==> src/rtl/queue_param.sv <==
// queue_param: single-clock FIFO with configurable width/depth, first-word-fall-through
// read data, occupancy count, almost-full/almost-empty levels, sticky error flags and flush.
module queue_param #(
    parameter int unsigned WIDTH    = 8,
    parameter int unsigned DEPTH    = 8,
    parameter int unsigned AF_LEVEL = DEPTH - 1,
    parameter int unsigned AE_LEVEL = 1
) (
    input  logic                     clk,
    input  logic                     reset,
    input  logic                     wr,
    input  logic                     rd,
    input  logic                     flush,
    input  logic [WIDTH-1:0]         din,
    output logic [WIDTH-1:0]         dout,
    output logic                     empty,
    output logic                     full,
    output logic                     almost_empty,
    output logic                     almost_full,
    output logic [$clog2(DEPTH):0]   count,
    output logic                     overflow,
    output logic                     underflow
);

    localparam int unsigned AW = $clog2(DEPTH);
    localparam int unsigned PW = AW + 1;

    // Pointers carry one extra wrap bit so full and empty are distinguishable.
    logic [PW-1:0]    rd_ptr;
    logic [PW-1:0]    wr_ptr;
    logic [WIDTH-1:0] mem [DEPTH];
    logic             wr_ok;
    logic             rd_ok;

    // Status and head data decoded from registered pointers only.
    always_comb begin
        count        = wr_ptr - rd_ptr;
        empty        = (rd_ptr == wr_ptr);
        full         = (rd_ptr[AW-1:0] == wr_ptr[AW-1:0]) && (rd_ptr[AW] != wr_ptr[AW]);
        almost_full  = (count >= PW'(AF_LEVEL));
        almost_empty = (count <= PW'(AE_LEVEL));
        dout         = empty ? '0 : mem[rd_ptr[AW-1:0]];
    end

    // A write into a full queue is allowed when the head is popped on the same edge.
    always_comb begin
        rd_ok = rd & ~empty & ~flush;
        wr_ok = wr & (~full | rd) & ~flush;
    end

    // Pointer and sticky error flag update; flush clears everything and ignores requests.
    always_ff @(posedge clk or negedge reset) begin
        if (!reset) begin
            rd_ptr    <= '0;
            wr_ptr    <= '0;
            overflow  <= 1'b0;
            underflow <= 1'b0;
        end else if (flush) begin
            rd_ptr    <= '0;
            wr_ptr    <= '0;
            overflow  <= 1'b0;
            underflow <= 1'b0;
        end else begin
            if (wr_ok) wr_ptr <= wr_ptr + PW'(1);
            if (rd_ok) rd_ptr <= rd_ptr + PW'(1);
            if (wr & ~wr_ok) overflow  <= 1'b1;
            if (rd & ~rd_ok) underflow <= 1'b1;
        end
    end

    // Storage array is not reset; only pointers define valid contents.
    always_ff @(posedge clk) begin
        if (wr_ok) mem[wr_ptr[AW-1:0]] <= din;
    end

endmodule

==> config.mk <==
export PLATFORM = sky130hd
export DESIGN_NAME = queue_param
export DESIGN_NICKNAME = d
export VERILOG_FILES = /design/src/rtl/queue_param.sv
export SDC_FILE = /design/constraint.sdc
export NUM_CORES = 1
export LEC_CHECK = 0
export BUFFER_PORTS_ARGS = -buffer_cell sky130_fd_sc_hd__buf_4
export CORE_ASPECT_RATIO = 1.75
export CORE_MARGIN = 2
export CORE_UTILIZATION = 63
export CTS_BUF_LIST = sky130_fd_sc_hd__clkbuf_2
export CTS_CLUSTER_DIAMETER = 80
export DETAILED_ROUTE_END_ITERATION = 7
export PLACE_DENSITY = 0.82
export SYNTH_ARGS = -nofsm -noshare
export SYNTH_HDL_FRONTEND = slang
export SYNTH_SLANG_ARGS = --single-unit
==> constraint.sdc <==
create_clock -name clk -period 4.9 [get_ports clk]
set_input_delay 0.735 -clock clk [delete_from_list [all_inputs] [get_ports clk]]
set_output_delay 0.735 -clock clk [all_outputs]
set_load 0.005 [all_outputs]
==> results.py, run 1 <==
metrics = {
    "timing": {
        "worst_pin_slew_ns": 0.879,
        "fin_crit_sh": 0.741,
        "finClkSkew_ns": 0.0137,
        "hold_viol": 0,
        "slew_headroom": 0.412,
        "finalSetupViolations": 0,
        "setup_slack_ns": 1.27,
        "setup_tns_ns": 0,
        "fmax_ghz": 0.275,
        "rsz0062_at_grt": "no",
        "slew_violations": 0,
        "min_period_ns": 3.63,
    },
    "critical_path": {
        "crit_type": "reg -> out",
        "end_kind": "output port",
        "reg2reg_from": "wr_ptr[0]",
        "r2r-end": "mem[5][5]",
        "cp.arrival_ns": 2.90,
        "cp_data_required_time_ns": 4.16,
        "start_kind": "flip-flop",
        "crit_fanout": 9,
        "ff2ff_path_depth": 5,
        "regToRegSetupSlack_ns": 2.38,
    },
    "clock_network": {
        "post_cts_buffers": 0,
        "cts_inserted_buffers": 9,
        "root_buffer": "clkbuf_2",
        "cts_tree": "done",
        "cts_resized": 0,
        "hold_buffers": 0,
        "path_clk_slew_ns": 0.18,
        "clock_latency_ns": 0.47,
        "cts_max_level": 3,
        "clk_path_buf_depth": 2,
        "cts.sinks": 74,
    },
    "place": {
        "gp_congestion": 0.895,
        "numPlacedInstances": 269,
        "dpl_worst_slack_ns": 1.81,
        "port_buffers": 30,
        "hpwl_mm": 4.03,
        "dpl-instance-area_mm2": 0.00345,
    },
    "route": {
        "postRouteAntennaNets": 0,
        "dr.pass1.iters": 4,
        "drtIter0Drc": 79,
        "vias_per_cell": 6.30,
        "drt_wl_total_mm": 5.96,
        "vias": 1796,
        "wl_per_cell_um": 20.9,
        "drc": 0,
    },
    "run": {
        "cap_violations": 0,
    },
    "logic_synthesis": {
        "avgSynthCellArea_um2": 16.9,
        "synthCells": 187,
        "synth_edf_count": 64,
        "syn-cell-area_mm2": 0.00316,
        "seq_area_frac_synth": 0.687,
        "synth.distinct_cells": 33,
        "syn_nets": 206,
        "yosysWarnings": 0,
        "ys_seq_elements": 74,
        "async_flop_share": 0.135,
        "synth_ff_type": "edfxtp_1",
    },
    "min_path": {
        "hp-class": "in -> async",
    },
    "layout": {
        "fin_area_mm2": 0.00359,
        "nets": 245,
        "multi_input_area_um2": 922,
        "regArea_mm2": 0.00217,
        "n_antenna_cell": 0,
        "final_cells": 285,
        "drive_above_1_share": 0.307,
        "syn_to_final_growth_pct": 13.5,
        "fillers": 284,
    },
    "grt": {
        "grt_max_degree": 21,
        "grt_overflow": 0,
        "antenna_found_initial": 0,
        "first_global_vias": 1816,
        "grt_pass1_wl_mm": 9.14,
        "gr-usage-all-layers": 0.228,
    },
    "floorplan": {
        "dieArea_mm2": 0.00562,
        "start_util": 0.646,
        "rows": 34,
        "num_io_pins": 31,
        "die_h_um": 97.7,
        "core-area_mm2": 0.00489,
        "die_w_um": 57.5,
    },
    "run_status": {
        "status": "completed",
    },
    "pwr": {
        "p_leak_nw": 1.32,
        "ir_drop_uv": 384,
        "powerDensity_mw_per_mm2": 376,
    },
}
-- state kept, by name (all words and copies together), names as in the netlist --
register   cells
mem           64
overflow       1
rd_ptr         4
underflow      1
wr_ptr         4
-- cell families (layout without fill, tap and decap cells) --
family,after synthesis,in the layout,share of synthesized area
compound gates,26,26,0.0614
xor+xnor,3,3,0.0107
fa+ha+maj,6,6,0.0261
buf+inv,16,60,0.0210
flops,74,74,0.687
mux,23,23,0.139
simple gates,39,39,0.0550
-- cell usage after synthesis, drive strengths merged (3+ instances only) --
master | n | area [um2]
nand2 | 7 | 26.3
mux2 | 6 | 67.6
edfxtp | 64 | 1920
inv | 10 | 37.5
ha | 5 | 62.6
nor2 | 20 | 75.1
a22o | 8 | 70.1
nor2b | 4 | 25.0
a21oi | 7 | 35.0
buf | 4 | 21.3
mux4 | 16 | 360
dfrtp | 10 | 250
a31oi | 3 | 18.8
-- critical path, cell delays in order, from the launching register on --
cell and delay (ns):
dfrtp_1 0.54, inv_1 0.13, ha_1 0.34, and3_1 0.30, a21oi_1 0.74, a22o_1 0.27, buf_4 0.12
-- power breakdown --
group          internal, mW  switching [mW]  total, mW
clock                 0.168           0.195      0.363
combinational         0.144           0.134      0.278
sequential            0.698         0.00849      0.706
-- metrics by stage --
stage	util	hold WS [ns]	power, mW
finish	0.733	0.0613	1.35
floorplan	-	0.439	0.884
detailed placement	0.706	0.493	0.999
global route	0.733	0.0340	1.40
global placement	0.706	0.493	0.991
CTS	0.733	0.0350	1.35
-- how the worst max path moves through the flow --
| stage | from | endpoint | slack (ns) |
|---|---|---|---|
| after floorplan | rd_ptr[1] | dout[6] | 1.88 |
| after global placement | wr_ptr[0] | dout[3] | 1.95 |
| after detailed placement | wr_ptr[0] | dout[3] | 1.81 |
| after CTS | wr_ptr[0] | dout[3] | 1.23 |
| after global routing | wr_ptr[0] | dout[6] | 1.12 |
| final | wr_ptr[0] | dout[3] | 1.27 |
-- routing by layer --
| layer | GRT usage | vias up | share of wire |
|---|---|---|---|
| met4 | 0.104 | 0 | 0.027 |
| met2 | 0.410 | 61 | 0.57 |
| li1 | - | 821 | - |
| met1 | 0.256 | 900 | 0.36 |
| met3 | 0.0360 | 14 | 0.041 |
| met5 | 0 | - | 0 |
-- placed cells by master (no fill, tap or decap), drive strengths merged, types with 2 or more instances in the layout --
| cell | count |
|---|---|
| a21oi | 7 |
| a22o | 8 |
| a31oi | 3 |
| and3 | 2 |
| buf | 34 |
| bufinv | 2 |
| clkbuf | 10 |
| clkinv | 3 |
| dfrtp | 10 |
| edfxtp | 64 |
| ha | 5 |
| inv | 10 |
| mux2 | 6 |
| mux4 | 16 |
| nand2 | 7 |
| nand4 | 2 |
| nor2 | 20 |
| nor2b | 4 |
| nor3 | 2 |
| o311ai | 2 |
| xor2 | 2 |
-- layout make-up --
| type | instances | share of cell area |
|---|---|---|
| sequential | 74 | 0.606 |
| timing repair buffer | 34 | 0.0712 |
| clock inverter | 6 | 0.0227 |
| multi-input combinational | 97 | 0.257 |
| tap | 54 | 0.0188 |
| clock buffer | 10 | 0.0140 |
| inverter | 10 | 0.0105 |
No activity file was read; power rests on OpenSTA's default activity.
==> run 2, diff against run 1 <==
- CORE_UTILIZATION: 63 -> 61
- PLACE_DENSITY: 0.82 -> 0.8
- clock period: 4.9 -> 3.6 ns (I/O delays scaled with it)
==> run 2 against run 1 <==
  * Cell count increased by 0.70%
  * First-iteration DRC count grew 82%
  * Non-clock buffer count grew 2
  * Register-to-register slack got worse by 1.4 ns
  * Sequential power grew 36%
  * Via count is 3.5% higher
  * Worst hold slack better by 0.19 ns
  * Clock skew grew 0.013 ns
  * Critical endpoint is now dout[5]
==> results.py, run 2 (synthesis gave the netlist of run 1 again) <==
metrics = {
    "route": {
        "postRouteAntennaNets": 0,
        "drtIter0Drc": 144,
        "vias_per_cell": 6.47,
        "dr_wl_met3_um": 470,
        "met2WireLength_mm": 3.47,
        "drt_wl_total_mm": 6.33,
        "wl_per_cell_um": 22.0,
        "vias": 1858,
        "dr.pass1.iters": 5,
        "routed.top_layer": "met4",
        "wl_met1_mm": 2.13,
        "drc": 0,
    },
    "critical_path": {
        "crit_fanout": 9,
        "regToRegSetupSlack_ns": 0.99,
        "crit_family": "compound AO/OA/AOI/OAI gates",
        "end_kind": "output port",
        "cp_data_required_time_ns": 3.06,
        "reg2reg_from": "wr_ptr[0]",
        "slowest_delay_ns": 0.53,
        "cp_num_buf_inv": 2,
        "crit_chain": "inv_1, ha_1, and3_1, a21oi_2, a22o_1, buf_4",
        "r2r-end": "mem[6][4]",
        "start_kind": "flip-flop",
        "cp_slowest_cell": "dfrtp_1",
        "ff2ff_path_depth": 5,
        "crit_type": "reg -> out",
        "cp.arrival_ns": 2.62,
    },
    "pwr": {
        "p_leak_nw": 1.32,
        "ir_drop_uv": 409,
        "finalPower_mw": 1.77,
        "powerDensity_mw_per_mm2": 493,
    },
    "timing": {
        "min_period_ns": 3.16,
        "hold_viol": 0,
        "slew_headroom": 0.402,
        "setup_tns_ns": 0,
        "finClkSkew_ns": 0.0263,
        "worst_pin_slew_ns": 0.893,
        "holdWs_ns": 0.254,
        "fmax_ghz": 0.316,
        "fin_crit_sh": 0.878,
        "slew_violations": 0,
        "setup_slack_ns": 0.438,
        "rsz0062_at_grt": "no",
        "finalSetupViolations": 0,
    },
    "clock_network": {
        "cts_max_level": 3,
        "cts_inserted_buffers": 9,
        "clk_path_buf_depth": 2,
        "path_clk_slew_ns": 0.19,
        "cts.sinks": 74,
        "cts_tree": "done",
        "post_cts_buffers": 0,
        "root_buffer": "clkbuf_2",
        "clock_latency_ns": 0.50,
    },
    "floorplan": {
        "dieArea_mm2": 0.00580,
        "num_io_pins": 31,
        "die_h_um": 99.2,
        "die_w_um": 58.4,
        "rows": 34,
        "start_util": 0.635,
        "core-area_mm2": 0.00498,
    },
    "run": {
        "cap_violations": 0,
    },
    "min_path": {
        "holdPathStages": 1,
        "min_from": "din[0]",
        "min_to": "mem[1][0]",
        "hp-class": "in -> reg",
    },
    "grt": {
        "gr-usage-all-layers": 0.243,
        "grt_pass1_wl_mm": 9.86,
        "grt_max_degree": 21,
        "grt_overflow": 0,
        "first_global_vias": 1956,
        "antenna_found_initial": 0,
    },
    "place": {
        "dpl_worst_slack_ns": 0.771,
        "hpwl_mm": 4.30,
        "gp_congestion": 0.825,
        "port_buffers": 30,
    },
    "layout": {
        "multi_input_area_um2": 930,
        "final_common_cell": "edfxtp_1",
        "nets": 247,
        "syn_to_final_growth_pct": 13.3,
        "n_antenna_cell": 0,
        "regArea_mm2": 0.00217,
        "drive_above_1_share": 0.313,
        "final_cell_mix": "edfxtp_1 (64), buf_4 (35), nor2_1 (20)",
        "fillers": 314,
        "largest_register_ffs": 64,
    },
    "run_status": {
        "status": "completed",
    },
}
-- run 2: repair_timing --
item	in CTS	in global routing
endpoints found under the setup margin	0	8
gates resized for setup	0	2
hold endpoints to repair	10	0
hold buffers	1	0
-- run 2: worst max-delay path by stage --
stage,start,depth (start not counted),end
6_report,wr_ptr[0],6,dout[5]
5_1_grt,wr_ptr[0],6,dout[6]
4_1_cts,wr_ptr[0],6,dout[6]
3_5_place_dp,wr_ptr[0],6,dout[6]
3_3_place_gp,wr_ptr[0],6,dout[2]
2_1_floorplan,rd_ptr[1],8,dout[6]
-- run 2: routing by layer --
layer,vias up,GRT usage
li1,826,-
met1,885,0.273
met2,124,0.415
met3,23,0.0455
met4,0,0.147
met5,-,0
-- run 2: layout make-up --
class                           instances  area share
Sequential cell                        74       0.606
Multi-Input combinational cell         97       0.260
Timing Repair Buffer                   36      0.0761
Tap cell                               54      0.0189
Clock buffer                           11      0.0154
Clock inverter                          5      0.0133
Inverter                               10      0.0105
-- run 2: power breakdown --
group,switching [mW],leakage (nW),total [mW],internal [mW]
Sequential,0.0116,0.714,0.961,0.950
Clock,0.260,0.0708,0.420,0.160
Combinational,0.187,0.539,0.386,0.199
-- run 2: metrics by stage --
step / area (um2) / util / std cells
after floorplan: 3160 / - / 187
after global placement: 3460 / 0.696 / 270
after detailed placement: 3460 / 0.696 / 270
after CTS: 3570 / 0.718 / 287
after global routing: 3580 / 0.720 / 287
final: 3580 / 0.720 / 287
